## src/rtl/pipe_ctrl_pkg.sv

```systemverilog
// Shared encodings for the pipeline hazard controller: FSM states, forwarding selects and the
// result-source code that marks a load.
package pipe_ctrl_pkg;

    typedef enum logic {
        RUN      = 1'b0,
        MEM_WAIT = 1'b1
    } state_e;

    localparam logic [1:0] FWD_RF  = 2'b00;
    localparam logic [1:0] FWD_WB  = 2'b01;
    localparam logic [1:0] FWD_MEM = 2'b10;

    localparam logic [1:0] RES_SRC_LOAD = 2'b01;

endpackage

```

## src/rtl/forward_unit.sv

```systemverilog
// Combinational operand-forwarding select for one EX source register.
// MEM beats WB; x0 is never forwarded.
module forward_unit
    import pipe_ctrl_pkg::*;
(
    input  logic [4:0] rs_i,
    input  logic [4:0] rd_mem_i,
    input  logic       reg_write_mem_i,
    input  logic [4:0] rd_wb_i,
    input  logic       reg_write_wb_i,
    output logic [1:0] fwd_o
);

    always_comb begin
        fwd_o = FWD_RF;
        if (reg_write_mem_i && (rd_mem_i != 5'd0) && (rd_mem_i == rs_i)) begin
            fwd_o = FWD_MEM;
        end else if (reg_write_wb_i && (rd_wb_i != 5'd0) && (rd_wb_i == rs_i)) begin
            fwd_o = FWD_WB;
        end
    end

endmodule

```

## src/rtl/pipeline_hazard_ctrl.sv

```systemverilog
// Stall/flush/forward sequencer for the 5-stage RV32I pipe.
// Define PIPE_PERF_CNT_EN to add the stall/flush/load-use performance counters.
module pipeline_hazard_ctrl
    import pipe_ctrl_pkg::*;
#(
    parameter int unsigned MEM_TIMEOUT = 16
`ifdef PIPE_PERF_CNT_EN
    ,
    parameter int unsigned CNT_W = 32
`endif
) (
    input  logic       clk,
    input  logic       rst,
    input  logic [4:0] rs1_id,
    input  logic [4:0] rs2_id,
    input  logic [4:0] rs1_ex,
    input  logic [4:0] rs2_ex,
    input  logic [4:0] rd_ex,
    input  logic       Reg_write_ex,
    input  logic [1:0] Result_src_ex,
    input  logic       pc_src_ex,
    input  logic [4:0] rd_mem,
    input  logic       Reg_write_mem,
    input  logic       dmem_req_mem,
    input  logic       dmem_ready,
    input  logic [4:0] rd_wb,
    input  logic       Reg_write_wb,
    output logic       stall_if,
    output logic       stall_id,
    output logic       stall_ex,
    output logic       stall_mem,
    output logic       flush_id,
    output logic       flush_ex,
    output logic [1:0] fwd_a_ex,
    output logic [1:0] fwd_b_ex,
    output logic       mem_err
`ifdef PIPE_PERF_CNT_EN
    ,
    output logic [CNT_W-1:0] stall_cycles,
    output logic [CNT_W-1:0] flush_count,
    output logic [CNT_W-1:0] load_use_count
`endif
);

    localparam int unsigned WaitCntW = (MEM_TIMEOUT > 0) ? $clog2(MEM_TIMEOUT + 1) : 1;

    state_e              state_q, state_d;
    logic [WaitCntW-1:0] wait_cnt_q, wait_cnt_d;
    logic                mem_err_q, mem_err_d;
    logic                mem_stall;
    logic                load_use;
    logic [1:0]          fwd_a, fwd_b;

    forward_unit u_fwd_a (
        .rs_i            (rs1_ex),
        .rd_mem_i        (rd_mem),
        .reg_write_mem_i (Reg_write_mem),
        .rd_wb_i         (rd_wb),
        .reg_write_wb_i  (Reg_write_wb),
        .fwd_o           (fwd_a)
    );

    forward_unit u_fwd_b (
        .rs_i            (rs2_ex),
        .rd_mem_i        (rd_mem),
        .reg_write_mem_i (Reg_write_mem),
        .rd_wb_i         (rd_wb),
        .reg_write_wb_i  (Reg_write_wb),
        .fwd_o           (fwd_b)
    );

    assign load_use = (Result_src_ex == RES_SRC_LOAD) && Reg_write_ex && (rd_ex != 5'd0) &&
                      ((rd_ex == rs1_id) || (rd_ex == rs2_id));

    // MEM_WAIT stalls for MEM_TIMEOUT cycles (counter 0..MEM_TIMEOUT-1); the next cycle
    // releases the pipe as if the access had completed.
    always_comb begin
        state_d    = state_q;
        wait_cnt_d = wait_cnt_q;
        mem_err_d  = mem_err_q;
        mem_stall  = 1'b0;
        case (state_q)
            RUN: begin
                if (dmem_req_mem && !dmem_ready) begin
                    mem_stall  = 1'b1;
                    state_d    = MEM_WAIT;
                    wait_cnt_d = '0;
                end
            end
            MEM_WAIT: begin
                if (dmem_ready) begin
                    state_d = RUN;
                end else if ((MEM_TIMEOUT != 0) && (wait_cnt_q == WaitCntW'(MEM_TIMEOUT))) begin
                    state_d   = RUN;
                    mem_err_d = 1'b1;
                end else begin
                    mem_stall  = 1'b1;
                    wait_cnt_d = wait_cnt_q + WaitCntW'(1);
                end
            end
            default: state_d = RUN;
        endcase
    end

    always_ff @(posedge clk) begin
        if (rst) begin
            state_q    <= RUN;
            wait_cnt_q <= '0;
            mem_err_q  <= 1'b0;
        end else begin
            state_q    <= state_d;
            wait_cnt_q <= wait_cnt_d;
            mem_err_q  <= mem_err_d;
        end
    end

    always_comb begin
        stall_if  = 1'b0;
        stall_id  = 1'b0;
        stall_ex  = 1'b0;
        stall_mem = 1'b0;
        flush_id  = 1'b0;
        flush_ex  = 1'b0;
        fwd_a_ex  = FWD_RF;
        fwd_b_ex  = FWD_RF;
        mem_err   = 1'b0;
        if (!rst) begin
            if (mem_stall) begin
                // A redirect waiting in EX stays put and is acted on after the wait.
                stall_if  = 1'b1;
                stall_id  = 1'b1;
                stall_ex  = 1'b1;
                stall_mem = 1'b1;
            end else if (pc_src_ex) begin
                flush_id = 1'b1;
                flush_ex = 1'b1;
            end else if (load_use) begin
                stall_if = 1'b1;
                stall_id = 1'b1;
                flush_ex = 1'b1;
            end
            fwd_a_ex = fwd_a;
            fwd_b_ex = fwd_b;
            mem_err  = mem_err_q;
        end
    end

`ifdef PIPE_PERF_CNT_EN
    logic [CNT_W-1:0] stall_cycles_q, stall_cycles_d;
    logic [CNT_W-1:0] flush_count_q, flush_count_d;
    logic [CNT_W-1:0] load_use_count_q, load_use_count_d;

    // A load-use bubble is the only case that stalls ID without stalling EX.
    always_comb begin
        stall_cycles_d   = stall_cycles_q;
        flush_count_d    = flush_count_q;
        load_use_count_d = load_use_count_q;
        if (stall_if) begin
            stall_cycles_d = stall_cycles_q + CNT_W'(1);
        end
        if (flush_id || flush_ex) begin
            flush_count_d = flush_count_q + CNT_W'(1);
        end
        if (stall_id && !stall_ex) begin
            load_use_count_d = load_use_count_q + CNT_W'(1);
        end
    end

    always_ff @(posedge clk) begin
        if (rst) begin
            stall_cycles_q   <= '0;
            flush_count_q    <= '0;
            load_use_count_q <= '0;
        end else begin
            stall_cycles_q   <= stall_cycles_d;
            flush_count_q    <= flush_count_d;
            load_use_count_q <= load_use_count_d;
        end
    end

    assign stall_cycles   = stall_cycles_q;
    assign flush_count    = flush_count_q;
    assign load_use_count = load_use_count_q;
`endif

endmodule

```

## config.mk

```make
export PLATFORM = sky130hd
export DESIGN_NAME = pipeline_hazard_ctrl
export DESIGN_NICKNAME = d
export VERILOG_FILES = /design/src/rtl/pipe_ctrl_pkg.sv /design/src/rtl/forward_unit.sv /design/src/rtl/pipeline_hazard_ctrl.sv
export SDC_FILE = /design/constraint.sdc
export NUM_CORES = 1
export LEC_CHECK = 0
export BUFFER_PORTS_ARGS = -buffer_cell sky130_fd_sc_hd__buf_2
export CAP_MARGIN = 10
export CORE_AREA = 4 4 53 55
export CTS_CLUSTER_SIZE = 20
export DETAILED_ROUTE_END_ITERATION = 8
export DIE_AREA = 0 0 57 59
export PLACE_DENSITY_LB_ADDON = 0.12
export SYNTH_ARGS = -nofsm -noshare
export SYNTH_HDL_FRONTEND = slang
export SYNTH_SLANG_ARGS = --single-unit
```

## constraint.sdc

```tcl
create_clock -name clk -period 1.54 [get_ports clk]
set_clock_uncertainty 0.15 [all_clocks]
set_input_delay 0.231 -clock clk [delete_from_list [all_inputs] [get_ports clk]]
set_output_delay 0.231 -clock clk [all_outputs]
set_load 0.005 [all_outputs]
```

==> results of run 1 <==
power groups by stage:
| stage | logic, mW | clock network [mW] | registers [mW] |
|---|---|---|---|
| 3_3_place_gp | 0.261 | 0 | 0.189 |
| 6_report | 0.287 | 0.166 | 0.185 |
| 2_1_floorplan | 0.113 | 0 | 0.189 |
| 4_1_cts | 0.276 | 0.175 | 0.185 |
| 5_1_grt | 0.312 | 0.186 | 0.185 |
| 3_5_place_dp | 0.268 | 0 | 0.189 |
metal layers:
metal / GRT usage / vias up
li1: - / 542
met1: 0.1483 / 485
met2: 0.2969 / 36
met3: 0.02397 / 6
met4: 0.1126 / 0
met5: 0 / -
repair_timing:
item                                    4_1_cts  5_1_grt
endpoints found under the setup margin       12       13
pin swaps                                     6        6
resized for setup                            10        8
hold buffers                                  0        0
buffers inserted                              0        3
placed cells by master (no fill, tap or decap), types with 3 or more instances in the layout:
cell      count
buf_2        51
buf_4        28
xor2_1       22
xnor2_1      11
nor2_1        8
buf_6         7
dfxtp_1       5
nand2_1       4
nor3_1        4
nand3_1       3
or4_1         3
inv_1         3
clkbuf_4      3
registers in the layout (all words and copies together), names as in the netlist:
name        flops
mem_err_q       1
state_q         1
wait_cnt_q      5
cells by family after synthesis:
kind of cell	count (synthesis)	share of synthesized area
compound gates	16	0.1370
fa+ha+maj	2	0.03012
buf+inv	9	0.04970
flops	7	0.1687
xor+xnor	33	0.3479
simple gates	38	0.2666
worst min path at each step:
stage               from            end  slack, ns
4_1_cts              rst  wait_cnt_q[1]       0.19
3_3_place_gp   mem_err_q      mem_err_q       0.31
2_1_floorplan  mem_err_q      mem_err_q       0.28
3_5_place_dp   mem_err_q      mem_err_q       0.31
5_1_grt              rst        state_q       0.21
6_report             rst  wait_cnt_q[1]       0.20
worst min-delay path: stages:
cell and delay, ns:
buf_2 0.09, buf_4 0.18, a21oi_1 0.06
final cells by class:
class / count / share of cell area
Clock buffer: 4 / 0.01754
Sequential cell: 7 / 0.09524
Multi-Input combinational cell: 89 / 0.4862
Timing Repair Buffer: 86 / 0.3634
Tap cell: 30 / 0.02506
Inverter: 5 / 0.01253
through the flow:
stage,util,power [mW],area (um^2),hold WS [ns]
after floorplan,-,0.3021,864.6,0.2790
after global placement,0.5718,0.4494,1365,0.3066
after detailed placement,0.5718,0.4563,1365,0.3144
after CTS,0.6001,0.6359,1433,0.1909
after global routing,0.6274,0.6834,1498,0.2139
final,0.6274,0.6390,1498,0.2036
==> impl_metrics.toml, run 1 <==
[status]
run_status = "finished with violations"
failed_checks = "setup timing"

[final_layout]
drive_gt1_frac = 0.5707
fin_nets = 239
stdcell_count = 221
syn2layout_area_growth_pct = 80.27
multi_input_area_um2 = 728.2
antenna_cells = 0
seq_area_um2 = 142.6
num-fill-cells = 220

[die]
start_util = 0.3480
fp.dieW_um = 57
row_count = 18
ios = 56
core-area_um2 = 2387
die_area_um2 = 3363
die_h_um = 59

[sta]
tightest_slew_ns = 0.3100
tns_ns = -3.319
setup_ws_ns = -0.3667
slew_headroom = 0.7929
maxSlewViolCount = 0
clock.fmax_mhz = 524.5
finalCriticalPeriod_ns = 1.907
setup-violations-final = 13
finalCritPeriodShare = 1.238
final_hold_viol_count = 0
grt_setup_unrepaired = "true"

[pwr]
ir_worst_vdd_uv = 259.5
pwr-share-seq = 0.290
clockPowerShare = 0.260
internal_power_uw = 442.4
p_per_area_nw_per_um2 = 426.7
comb_power_share = 0.450
p_switching_uw = 196.7
p_leak_nw = 0.6958
switching_share = 0.3078

[grt]
grt_start_max_net_pins = 13
grt_first_pass_wirelength_um = 4022
grt_pass1_vias = 1052
grt_antenna_before_repair = 0
overflow = 0
grt_use_total = 0.1547

[critical_path]
cp-start-kind = "register"
cp_cell_sequence = "inv_2 -> ha_4 -> and4bb_2 -> a21oi_2 -> nor3b_2 -> o21bai_1 -> buf_2"
path_buf_inv = 2
critPathLaunch = "wait_cnt_q[1]"
r2r-end = "wait_cnt_q[2]"
required_ns = 1.16
rrSetupSlack_ns = -0.15
worst-path-max-fanout = 3
endpoint = "flush_ex"
path_class = "reg2out"
end_kind = "output port"
r2r_start = "wait_cnt_q[1]"
rr_worst_depth = 8
crit_family = "flip-flops"
path_depth = 7
arrival_ns = 1.53
cp_slowest_cell = "dfxtp_2"
slowest_delay_ns = 0.33

[logic_synthesis]
synth_ff_type = "dfxtp_1"
ys_ff_latch = 7
synthesis.area_um2 = 830.8
synth_edf_count = 0
synthArstFlopShare = 0
synth.top_cells.by_count = "xor2_1, xnor2_1, nor2_1"
synth_top_area_frac = 0.2319
synth_top_area_cell = "xor2_1"
syn_avg_cell_area_um2 = 7.912
synth_most_common_cell = "xor2_1"
syn_inst = 105
synthTopCellsByArea = "xor2_1, dfxtp_1, xnor2_1"
synth_fp_nets = 152
yosys_warnings = 0
ys_seq_area_frac = 0.1687
synth_cell_type_count = 33

[routing]
avgRoutedWirePerCell_um = 12.13
top_layer_used = "met4"
drtPass1Iterations = 4
drt_iter0_markers = 10
drc_errors = 0
antenna_left = 0
vias = 1069
routed_via_density = 4.837
wl_met3_um = 147
routed_wl_um = 2680
wl_met2_um = 1513
met1_length_um = 956

[cts]
cts_tree = "yes"
root_buffer = "clkbuf_4"
clock_path_buffers = 2
numCtsBuffers = 3
clock_latency_ns = 0.25
h-tree-depth = 1
path_clk_slew_ns = 0.05
cts_sinks = 7

[place]
io_buffers = 55
dp_slack_ns = -0.3132
dp_cells = 214
hpwlAfterDp_um = 2201
gp_congestion = 0.8168

[job]
cap_violations = 0

[min_path]
hp-class = "in2reg"
hold_depth = 3
(Power assumes the default switching activity.)
==> inputs of run 2 (changes only) <==
GPL_TIMING_DRIVEN = 0   (was default)
==> run 2 against run 1 <==
The flow still finishes with violations (setup timing). Non-clock buffer count shrank 19. Sequential cell count is the same. Utilization shrank 6.2 points. Critical path type unchanged. Critical endpoint is now stall_if.
==> impl_metrics.toml, run 2 (synthesized netlist as in run 1, its figures left out) <==
[critical_path]
critPathLaunch = "wait_cnt_q[0]"
worst-path-max-fanout = 4
slowest_delay_ns = 0.34
crit_family = "flip-flops"
path_class = "reg2out"
cp-start-kind = "register"
cp_cell_sequence = "inv_2 -> ha_4 -> and4bb_2 -> a21o_1 -> o32ai_2 -> buf_4 -> buf_6"
cp_slowest_cell = "dfxtp_4"
required_ns = 1.16
path_buf_inv = 3
end_kind = "output port"
arrival_ns = 1.62
r2r_start = "wait_cnt_q[1]"

[grt]
grt_pass1_vias = 1015
grt_use_total = 0.1460
grt_antenna_before_repair = 0
grt_first_pass_wirelength_um = 3898
overflow = 0
grt_start_max_net_pins = 11

[routing]
drc_errors = 0
routed_via_density = 4.881
routed_wl_um = 2472
avgRoutedWirePerCell_um = 12.24
drtPass1Iterations = 3
drt_iter0_markers = 15
antenna_left = 0
vias = 986

[min_path]
min_from = "dmem_ready"
hp-class = "in2reg"

[pwr]
p_per_area_nw_per_um2 = 445.7
p_total_uw = 601.7
ir_worst_vdd_uv = 248.5
p_leak_nw = 0.5993

[cts]
path_clk_slew_ns = 0.05
numCtsBuffers = 3
clock_path_buffers = 2
cts_sinks = 7
root_buffer = "clkbuf_4"
h-tree-depth = 1
cts_tree = "yes"
clock_latency_ns = 0.26

[sta]
clock.fmax_mhz = 498.9
finalCritPeriodShare = 1.302
grt_setup_unrepaired = "true"
maxSlewViolCount = 0
tightest_slew_ns = 0.5169
whs_ns = 0.1944
slew_headroom = 0.6554
setup_ws_ns = -0.4644
final_hold_viol_count = 0
tns_ns = -4.014
setup-violations-final = 14
finalCriticalPeriod_ns = 2.004

[place]
dp_cells = 190
hpwlAfterDp_um = 1966
dp_slack_ns = -0.3645
gp_congestion = 0.7852
io_buffers = 55
dpl_cell_area_um2 = 1177

[final_layout]
layout_commonest_cell = "buf_2"
largest-register = "wait_cnt_q"
stdcell_count = 202
num-fill-cells = 256
fin_nets = 220
largest_registers = "wait_cnt_q (5), mem_err_q (1), state_q (1)"
largest_register_ffs = 5
drive_gt1_frac = 0.5291
final_core_util = 0.5655
stdcell_area_um2 = 1350
mostFrequentLayoutCells = "buf_2, xor2_1, xnor2_1"
syn2layout_area_growth_pct = 62.50
antenna_cells = 0

[status]
failed_checks = "setup timing"
run_status = "finished with violations"

[job]
cap_violations = 0

[die]
row_count = 18
ios = 56
start_util = 0.3480
fp.dieW_um = 57
die_area_um2 = 3363
die_h_um = 59
core-area_um2 = 2387
[run 2: changes by cell type in the layout (fill, tap and decap cells not counted), sizes merged]
cell | before | now
buf | 86 | 66
clkbuf | 4 | 5
[run 2: timing repair]
item / in CTS / in global routing
resized for setup: 18 / 4
hold buffers: 0 / 0
endpoints found under the setup margin: 12 / 14
pin swaps: 7 / 3
setup buffers: 6 / 3
[run 2: worst reg2reg max path, stage by stage, from the launching register on]
cell and delay [ns]:
dfxtp_2 0.34, inv_2 0.05, ha_4 0.14, and4bb_2 0.26, buf_4 0.14, buf_6 0.10, buf_6 0.11, a211oi_2 0.19
xnor2_1 0.15, nor2_1 0.08
[run 2: final timing paths]
kind	endpoint	slack (ns)	depth (start not counted)
max	stall_if	-0.46	7
min	wait_cnt_q[0]	0.19	4
max reg2reg	wait_cnt_q[2]	-0.28	9
min reg2reg	mem_err_q	0.32	2
[run 2: layout make-up]
| cell class | instances | area (um^2) | share of cell area |
|---|---|---|---|
| tap | 30 | 37.54 | 0.02780 |
| timing repair buffer | 64 | 379.1 | 0.2808 |
| buffer | 3 | 18.77 | 0.01390 |
| clock buffer | 4 | 26.28 | 0.01946 |
| multi-input combinational | 89 | 724.4 | 0.5366 |
| inverter | 5 | 18.77 | 0.01390 |
| sequential | 7 | 145.1 | 0.1075 |
[run 2: power by group]
group	internal (mW)	switching [mW]	leakage, nW	total, mW
combinational	0.129	0.117	0.526	0.246
clock	0.0991	0.0704	0.0150	0.169
sequential	0.182	0.00417	0.0579	0.187
[run 2: metal layers]
| layer | global-route usage | wire (um) |
|---|---|---|
| met2 | 0.2757 | 1359 |
| met5 | 0 | 0 |
| met3 | 0.01089 | 129 |
| met1 | 0.1523 | 910 |
| met4 | 0.1026 | 72 |
==> inputs of run 3 (changes only) <==
SKIP_LAST_GASP = 1   (was default)
==> run 3 against run 2 <==
The flow still finishes with violations (setup timing). Final area fell by 0.46%. Combinational power barely moved. Sequential share of layout area grew 0.050 points. Worst setup slack is essentially flat. Largest power group unchanged.
==> impl_metrics.toml, run 3 (synthesized netlist as in run 1, its figures left out) <==
[grt]
grt_antenna_before_repair = 0
grt_pass1_vias = 1015
grt_first_pass_wirelength_um = 3898
grt_start_max_net_pins = 11
grt_use_total = 0.1460
overflow = 0

[sta]
tightest_slew_ns = 0.5169
whs_ns = 0.1944
final_hold_viol_count = 0
finalCritPeriodShare = 1.301
clock.fmax_mhz = 499.0
grt_setup_unrepaired = "true"
maxSlewViolCount = 0
slew_headroom = 0.6554
setup-violations-final = 14
setup_ws_ns = -0.4641
finalCriticalPeriod_ns = 2.004

[routing]
drt_iter0_markers = 15
routed_wl_um = 2471
vias = 988
antenna_left = 0
drc_errors = 0
routed_via_density = 4.891
drtPass1Iterations = 3
avgRoutedWirePerCell_um = 12.23

[die]
die_h_um = 59
start_util = 0.3480
fp.dieW_um = 57
die_area_um2 = 3363
row_count = 18
ios = 56
core-area_um2 = 2387

[final_layout]
layout_commonest_cell = "buf_2"
mostFrequentLayoutCells = "buf_2, xor2_1, xnor2_1"
fin_nets = 220
antenna_cells = 0
largest-register = "wait_cnt_q"
syn2layout_area_growth_pct = 61.75
num-fill-cells = 255
drive_gt1_frac = 0.5291
stdcell_count = 202
largest_registers = "wait_cnt_q (5), mem_err_q (1), state_q (1)"
largest_register_ffs = 5

[pwr]
p_per_area_nw_per_um2 = 446.5
p_leak_nw = 0.5983
ir_worst_vdd_uv = 248.1

[cts]
cts_tree = "yes"
numCtsBuffers = 3
cts_sinks = 7
clock_path_buffers = 2
ctsHoldBuffers = 0
root_buffer = "clkbuf_4"
h-tree-depth = 1
path_clk_slew_ns = 0.05
clock_latency_ns = 0.26

[critical_path]
slowest_delay_ns = 0.34
arrival_ns = 1.62
path_class = "reg2out"
path_buf_inv = 3
crit_family = "flip-flops"
end_kind = "output port"
worst-path-max-fanout = 4
required_ns = 1.16
cp-start-kind = "register"
cp_cell_sequence = "inv_2 -> ha_4 -> and4bb_2 -> a21o_1 -> o32ai_2 -> buf_4 -> buf_6"
cp_slowest_cell = "dfxtp_4"

[status]
failed_checks = "setup timing"
run_status = "finished with violations"

[place]
gp_congestion = 0.7852
dp_slack_ns = -0.3645
io_buffers = 55
dp_cells = 190
hpwlAfterDp_um = 1966

[job]
cap_violations = 0

[min_path]
hp-class = "in2reg"
## run 3: cell counts in the layout (fill, tap and decap cells not counted)
No cell type changed its count.
## run 3: path summary, 6_finish.rpt
check             cells past startpoint             to  slack [ns]           from
setup reg to reg                      9  wait_cnt_q[2]       -0.29  wait_cnt_q[1]
hold reg to reg                       2      mem_err_q        0.32      mem_err_q
hold / removal                        4  wait_cnt_q[0]        0.19     dmem_ready
setup / recovery                      7       stall_if       -0.46  wait_cnt_q[0]
## run 3: stage by stage
| step | util | cell area, um^2 | TNS, ns | power, mW |
|---|---|---|---|---|
| finish | 0.5629 | 1344 | -4.022 | 0.6001 |
| global route | 0.5629 | 1344 | -5.051 | 0.6450 |
| CTS | 0.5493 | 1311 | -3.356 | 0.6006 |
| detailed placement | 0.4932 | 1177 | -2.531 | 0.4118 |
| global placement | 0.4932 | 1177 | -2.439 | 0.4076 |
| floorplan | - | 864.6 | -0.3266 | 0.3021 |
## run 3: worst reg2reg max path, delay by kind of cell (launching register included)
family / cells / cell delay (ns)
AO/OA/AOI/OAI: 1 / 0.19
AND/OR/NAND/NOR: 2 / 0.34
adder cells (fa/ha/maj): 1 / 0.14
flip-flops: 1 / 0.34
buffers and inverters: 4 / 0.40
XOR/XNOR: 1 / 0.15
## run 3: final cells by class
type                       count  area, um^2  share of cell area
buffer                         3       18.77             0.01397
sequential                     7       145.1              0.1080
timing repair buffer          64       372.9              0.2775
tap                           30       37.54             0.02793
inverter                       5       18.77             0.01397
clock buffer                   4       26.28             0.01955
multi-input combinational     89       724.4              0.5391
## run 3: layer usage
metal | vias up | wire (um) | GRT usage
li1 | 499 | - | -
met1 | 449 | 911 | 0.1523
met2 | 33 | 1357 | 0.2757
met3 | 7 | 129 | 0.01089
met4 | 0 | 72 | 0.1026
met5 | - | 0 | 0
## run 3: what timing repair did
| action | 4_1_cts | 5_1_grt |
|---|---|---|
| pin swaps | 7 | 3 |
| resized for setup | 16 | 4 |
| endpoints found under the setup margin | 12 | 14 |
| gates cloned | 0 | 0 |
| buffers inserted | 6 | 3 |
## run 3: power by group
| group | internal (mW) | switching, mW |
|---|---|---|
| clock network | 0.0991 | 0.0704 |
| registers | 0.182 | 0.00417 |
| logic | 0.128 | 0.116 |
